### src/rtl/avionics_rst_pkg.sv
// Shared types and constants for the central reset sequencer.
package avionics_rst_pkg;

  typedef enum logic [1:0] {
    HOLD      = 2'd0,
    WAIT_LOCK = 2'd1,
    SEQ       = 2'd2,
    RUN       = 2'd3
  } state_e;

  typedef enum logic [1:0] {
    CAUSE_POR = 2'd0,
    CAUSE_EXT = 2'd1,
    CAUSE_SW  = 2'd2,
    CAUSE_PLL = 2'd3
  } cause_e;

  localparam int unsigned COUNT_W = 8;

  // Counter width for a modulo-n counter, never narrower than one bit.
  function automatic int unsigned cnt_width(input int unsigned n);
    return (n > 1) ? $clog2(n) : 1;
  endfunction

endpackage

### src/rtl/rst_sync_debounce.sv
// Two-flop synchronizer followed by a consecutive-high-sample qualifier.
// DEBOUNCE=1 degenerates to a plain synchronizer.
module rst_sync_debounce
  import avionics_rst_pkg::*;
#(
  parameter int unsigned DEBOUNCE = 1
) (
  input  logic i_clk,
  input  logic i_rst,
  input  logic i_async,
  output logic o_level
);

  localparam int unsigned CntW = cnt_width(DEBOUNCE);
  localparam logic [CntW-1:0] CntLast = CntW'(DEBOUNCE - 1);

  logic            r_meta;
  logic            r_sync;
  logic [CntW-1:0] r_cnt;

  always_ff @(posedge i_clk) begin
    if (i_rst) begin
      r_meta <= 1'b0;
      r_sync <= 1'b0;
      r_cnt  <= '0;
    end else begin
      r_meta <= i_async;
      r_sync <= r_meta;
      if (!r_sync) begin
        r_cnt <= '0;
      end else if (r_cnt != CntLast) begin
        r_cnt <= r_cnt + CntW'(1);
      end
    end
  end

  // High on the DEBOUNCE-th consecutive synchronized-high cycle and onwards.
  assign o_level = r_sync && (r_cnt == CntLast);

endmodule

### src/rtl/reset_sequencer.sv
// Central reset controller: minimum hold, wait for PLL lock, ordered per-domain
// release, with latched reset cause and saturating reset count.
module reset_sequencer
  import avionics_rst_pkg::*;
#(
  parameter int unsigned N_DOMAINS       = 4,
  parameter int unsigned STEP_CYCLES     = 48,
  parameter int unsigned DEBOUNCE_CYCLES = 480,
  parameter int unsigned MIN_HOLD_CYCLES = 4800
) (
  input  logic                 CLK_48MHZ,
  input  logic                 RESET,
  input  logic                 EXT_RESET,
  input  logic                 SW_RESET_REQ,
  input  logic                 PLL_LOCK,
  output logic [N_DOMAINS-1:0] DOMAIN_RESET,
  output logic                 SYS_READY,
  output logic [1:0]           RESET_CAUSE,
  output logic [COUNT_W-1:0]   RESET_COUNT
);

  localparam int unsigned HoldW = cnt_width(MIN_HOLD_CYCLES);
  localparam int unsigned StepW = cnt_width(STEP_CYCLES);
  localparam int unsigned IdxW  = cnt_width(N_DOMAINS);

  localparam logic [HoldW-1:0] HoldLast = HoldW'(MIN_HOLD_CYCLES - 1);
  localparam logic [StepW-1:0] StepLast = StepW'(STEP_CYCLES - 1);
  localparam logic [IdxW-1:0]  IdxLast  = IdxW'(N_DOMAINS - 1);

  logic w_ext_req;
  logic w_lock;

  rst_sync_debounce #(
    .DEBOUNCE(DEBOUNCE_CYCLES)
  ) u_ext_sync (
    .i_clk  (CLK_48MHZ),
    .i_rst  (RESET),
    .i_async(EXT_RESET),
    .o_level(w_ext_req)
  );

  rst_sync_debounce #(
    .DEBOUNCE(1)
  ) u_lock_sync (
    .i_clk  (CLK_48MHZ),
    .i_rst  (RESET),
    .i_async(PLL_LOCK),
    .o_level(w_lock)
  );

  state_e               r_state;
  logic [HoldW-1:0]     r_hold_cnt;
  logic [StepW-1:0]     r_step_cnt;
  logic [IdxW-1:0]      r_idx;
  logic [N_DOMAINS-1:0] r_dom_rst;
  logic                 r_sys_ready;
  cause_e               r_cause;
  logic [COUNT_W-1:0]   r_count;

  state_e               w_state_nxt;
  logic [HoldW-1:0]     w_hold_nxt;
  logic [StepW-1:0]     w_step_nxt;
  logic [IdxW-1:0]      w_idx_nxt;
  logic [N_DOMAINS-1:0] w_dom_nxt;
  logic                 w_ready_nxt;
  cause_e               w_cause_nxt;
  logic [COUNT_W-1:0]   w_count_nxt;

  logic w_req;
  logic w_pll_loss;
  logic w_entry;

  assign w_req      = w_ext_req | SW_RESET_REQ;
  // Lock loss only counts once the domains have started coming out of reset.
  assign w_pll_loss = !w_lock && ((r_state == SEQ) || (r_state == RUN));

  always_comb begin
    w_state_nxt = r_state;
    w_hold_nxt  = r_hold_cnt;
    w_step_nxt  = r_step_cnt;
    w_idx_nxt   = r_idx;
    w_dom_nxt   = r_dom_rst;
    w_ready_nxt = r_sys_ready;
    w_cause_nxt = r_cause;
    w_count_nxt = r_count;
    w_entry     = 1'b0;

    unique case (r_state)
      HOLD: begin
        w_dom_nxt   = '1;
        w_ready_nxt = 1'b0;
        if (w_req) begin
          w_hold_nxt = '0;
        end else if (r_hold_cnt == HoldLast) begin
          w_hold_nxt  = '0;
          w_state_nxt = WAIT_LOCK;
        end else begin
          w_hold_nxt = r_hold_cnt + HoldW'(1);
        end
      end
      WAIT_LOCK: begin
        w_dom_nxt   = '1;
        w_ready_nxt = 1'b0;
        if (w_req) begin
          w_entry = 1'b1;
        end else if (w_lock) begin
          w_state_nxt = SEQ;
          w_step_nxt  = '0;
          w_idx_nxt   = '0;
        end
      end
      SEQ: begin
        w_ready_nxt = 1'b0;
        if (w_req || w_pll_loss) begin
          w_entry = 1'b1;
        end else if (r_step_cnt == StepLast) begin
          w_step_nxt       = '0;
          w_dom_nxt[r_idx] = 1'b0;
          w_idx_nxt        = r_idx + IdxW'(1);
          if (r_idx == IdxLast) begin
            w_state_nxt = RUN;
          end
        end else begin
          w_step_nxt = r_step_cnt + StepW'(1);
        end
      end
      RUN: begin
        w_dom_nxt   = '0;
        w_ready_nxt = 1'b1;
        if (w_req || w_pll_loss) begin
          w_entry = 1'b1;
        end
      end
      default: w_state_nxt = HOLD;
    endcase

    if (w_entry) begin
      w_state_nxt = HOLD;
      w_hold_nxt  = '0;
      w_step_nxt  = '0;
      w_idx_nxt   = '0;
      w_dom_nxt   = '1;
      w_ready_nxt = 1'b0;
      if (w_ext_req) begin
        w_cause_nxt = CAUSE_EXT;
      end else if (w_pll_loss) begin
        w_cause_nxt = CAUSE_PLL;
      end else begin
        w_cause_nxt = CAUSE_SW;
      end
      if (r_count != '1) begin
        w_count_nxt = r_count + COUNT_W'(1);
      end
    end
  end

  always_ff @(posedge CLK_48MHZ) begin
    if (RESET) begin
      r_state     <= HOLD;
      r_hold_cnt  <= '0;
      r_step_cnt  <= '0;
      r_idx       <= '0;
      r_dom_rst   <= '1;
      r_sys_ready <= 1'b0;
      r_cause     <= CAUSE_POR;
      r_count     <= '0;
    end else begin
      r_state     <= w_state_nxt;
      r_hold_cnt  <= w_hold_nxt;
      r_step_cnt  <= w_step_nxt;
      r_idx       <= w_idx_nxt;
      r_dom_rst   <= w_dom_nxt;
      r_sys_ready <= w_ready_nxt;
      r_cause     <= w_cause_nxt;
      r_count     <= w_count_nxt;
    end
  end

  assign DOMAIN_RESET = r_dom_rst;
  assign SYS_READY    = r_sys_ready;
  assign RESET_CAUSE  = r_cause;
  assign RESET_COUNT  = r_count;

endmodule

### config.mk
export PLATFORM = sky130hd
export DESIGN_NAME = reset_sequencer
export DESIGN_NICKNAME = d
export VERILOG_FILES = /design/src/rtl/avionics_rst_pkg.sv /design/src/rtl/rst_sync_debounce.sv /design/src/rtl/reset_sequencer.sv
export SDC_FILE = /design/constraint.sdc
export NUM_CORES = 1
export LEC_CHECK = 0
export BUFFER_PORTS_ARGS = -buffer_cell sky130_fd_sc_hd__buf_4
export CAP_MARGIN = 0
export CORE_UTILIZATION = 25
export DETAILED_ROUTE_END_ITERATION = 10
export GPL_ROUTABILITY_DRIVEN = 0
export HOLD_SLACK_MARGIN = 0.12
export SYNTH_ARGS = -nofsm -noshare
export SYNTH_HDL_FRONTEND = slang
export SYNTH_HIERARCHICAL = 1
export SYNTH_SLANG_ARGS = --single-unit
### constraint.sdc
create_clock -name CLK_48MHZ -period 4.15 [get_ports CLK_48MHZ]
set_clock_uncertainty 0.2 [all_clocks]
set_input_delay 0.6225 -clock CLK_48MHZ [delete_from_list [all_inputs] [get_ports CLK_48MHZ]]
set_output_delay 0.6225 -clock CLK_48MHZ [all_outputs]
set_load 0.01 [all_outputs]
==> key figures <==
Outcome
  – Status: finished, final reports clean

Synth
  – Compound-cell area share of the yosys netlist: 22.3%
  – Mapped Nets: 331
  – Yosys cell types: 62
  – Async set or reset register ratio after synthesis: 0%
  – Yosys warns: 6
  – Synth Instances: 312
  – Yosys reg bits: 52
  – Post-synth top flop: dfxtp_1
  – Mapped cell area: 0.00277 mm²
  – Post-Synth XOR/XNOR Area: 0%
  – Synth Area in Simple Gates: 27.5%
  – Post-synthesis sequential area ratio: 37.5%
  – Largest family of logic cells by synthesized area: simple AND/OR/NAND/NOR gates
  – Post-synth EDFFs: 0
  – Adder-Cell Fraction of Synth Area: 6.32%
  – Post-Syn Area per Cell: 8.89 µm²
  – Multiplexer area fraction after synthesis: 2.30%

Worst setup path
  – Req. time, crit path: 4.14 ns
  – Critical Path, Cell by Cell: ha_1 > and4_2 > and3_1 > or2_1 > o211ai_4 > nand2_2 > a311o_1
  – Critical path peak fanout: 24
  – Max incr delay on CP: 0.45 ns
  – CP Launch Type: flop
  – Slowest stage cell on the critical path: o211ai_4
  – CP endpoint kind: flop
  – Crit path kind: reg -> reg
  – CP arrival: 3.10 ns
  – Top Family by Delay on Critical Path: simple AND/OR/NAND/NOR gates
  – Bufs and invs on worst path: 0

GRT
  – Initial antenna violation count: 0
  – Vias in the first global route: 2183
  – Total track usage: 10.9%
  – First-pass GRT wire length: 10.3 mm
  – Grt ovf: 0
  – Largest net degree at the start of global routing: 25

Hold path
  – Worst min path class: reg -> reg

CTS
  – Cts repair resizes: 0
  – CTS max path bufs: 2
  – Post-CTS Setup Bufs: 0
  – Clk slew on worst S/H paths: 0.09 ns
  – TritonCTS buffer count: 5
  – CTS Hold Buffers Added: 0
  – CTS tree: built
  – Max H-tree Level: 2
  – Clock Latency Late Sink: 0.30 ns
  – Clk root buf: clkbuf_8
  – TritonCTS Sinks: 52

Floorplanning
  – Die height: 107 µm
  – Initial Util: 25.6%
  – Die area: 0.0115 mm²
  – Area of the core: 0.0108 mm²
  – Die X: 107 µm
  – # IOs: 20
  – # rows: 38

Layout
  – Most frequent cells in the layout: 52 x dfxtp_1, 22 x a21oi_1, 20 x nand2_1, 19 x buf_4, 18 x nand3_1
  – Inserted Diodes: 0
  – Final net count: 347
  – Multi-input gate area: 0.00162 mm²
  – Area grow syn2layout: 12.6%
  – Fillers: 1179
  – Fraction of layout cells with a size suffix above 1: 12.8%
  – Sequential cell area: 0.00104 mm²
  – Commonest non-fill, non-tap cell in the layout: dfxtp_1

Timing
  – Hold Vio Cnt, Final: 0
  – Setup TNS: 0 ns
  – Setup ws final: 1.04 ns
  – Final setup viols: 0
  – Worst slew margin: 57.5%
  – RSZ-0062 raised after global routing: false
  – Slew Limit Fails: 0
  – Min Tclk post-route: 3.11 ns
  – Worst-margin pin slew: 0.631 ns
  – Fmax: 0.322 GHz
  – Final Cycle Share: 74.9%

Routing
  – DR DRC count: 0
  – Routed len/inst: 12.6 µm
  – Final antenna-violating net count: 0
  – Initial drt markers: 153
  – Vias post-DR: 2395
  – DRT Pass-1 Iters: 4
  – Vias per std cell: 5.11
  – Overall routed net length: 5.91 mm

Placement
  – Final HPWL DP: 4.24 mm
  – Place WS: 1.04 ns
  – I/O Buffers: 19

Job
  – Max-Cap Viols: 0

Pwr
  – Cell Pwr Density: 266 mW/mm²
  – Worst vdd ir: 0.148 mV
  – Lkg Pwr: 1.05 nW
## where the power goes
| part | total [W] | switching [W] | internal, W |
|---|---|---|---|
| clock | 0.000299 | 0.000162 | 0.000136 |
| combinational | 0.0000264 | 0.0000174 | 0.00000893 |
| sequential | 0.000504 | 0.00000212 | 0.000502 |
## layer usage
| metal | track usage [%] | share of wire, % |
|---|---|---|
| met2 | 18.2 | 48 |
| met4 | 3.42 | 0.68 |
| met3 | 1.88 | 3.2 |
| met1 | 14.2 | 48 |
| met5 | 0 | 0 |
## synth_stat cells, types with 5 or more instances
library cell  count  area share (%)
nand3_1          18             3.2
dfxtp_1          52              38
a31oi_1          10             2.3
or4_1             5             1.4
nand2_1          20             2.7
nor2b_1           9             2.0
nand4_1           7             1.6
nor3_1           12             2.2
ha_1             14             6.3
a211oi_1          6             1.6
clkbuf_1          5            0.68
o21ai_0          17             3.1
or3_1             9             2.0
nor2_1           17             2.3
inv_1            12             1.6
a21oi_1          22             4.0
and3_1            7             1.6
## path summary, 6_finish.rpt
path | depth (start not counted) | slack (ns) | from | end
hold / removal | 1 | 0.24 | u_ext_sync/r_meta$_SDFF_PP0_ | u_ext_sync/r_sync$_SDFF_PP0_
setup / recovery | 7 | 1.04 | u_ext_sync/r_cnt[0]$_SDFFE_PP0P_ | DOMAIN_RESET[1]$_SDFFE_PP1P_
hold reg to reg | 1 | 0.24 | u_ext_sync/r_meta$_SDFF_PP0_ | u_ext_sync/r_sync$_SDFF_PP0_
setup reg to reg | 7 | 1.04 | u_ext_sync/r_cnt[0]$_SDFFE_PP0P_ | DOMAIN_RESET[1]$_SDFFE_PP1P_
## state kept, by name (all words and copies together) (netlist names)
register and flops:
DOMAIN_RESET 4, RESET_CAUSE 2, RESET_COUNT 8, SYS_READY 1
r_hold_cnt 13, r_idx 2, r_state 2, r_step_cnt 6
u_ext_sync/r_cnt 9, u_ext_sync/r_meta 1, u_ext_sync/r_sync 1, u_lock_sync/r_cnt 1
u_lock_sync/r_meta 1, u_lock_sync/r_sync 1
## final cells by class
type / count / share of cell area, %
Tap cell: 140 / 5.61
Multi-Input combinational cell: 237 / 52.0
Sequential cell: 52 / 33.3
Inverter: 13 / 1.56
Clock buffer: 8 / 2.89
Timing Repair Buffer: 19 / 4.57
## cell families (layout without fill, tap and decap cells)
group	Yosys count	after routing
buffers and inverters	23	40
and+or+nand+nor	130	130
adders and majority gates	14	14
DFF	52	52
muxes	6	6
AOI/OAI and AO/OA	86	86
other	1	1
## stage by stage
step / util (%) / area [µm²] / total power, W / hold WS [ns] / instances
after global placement: 28.0 / 3030 / 0.000542 / 0.227 / 461
final: 28.8 / 3120 / 0.000829 / 0.245 / 469
after global routing: 28.8 / 3120 / 0.000866 / 0.277 / 469
after CTS: 28.8 / 3120 / 0.000841 / 0.255 / 469
after detailed placement: 28.0 / 3030 / 0.000543 / 0.233 / 461
after floorplan: - / 2770 / 0.000534 / 0.214 / 312
Note: power is estimated with default switching activity, not from simulation.
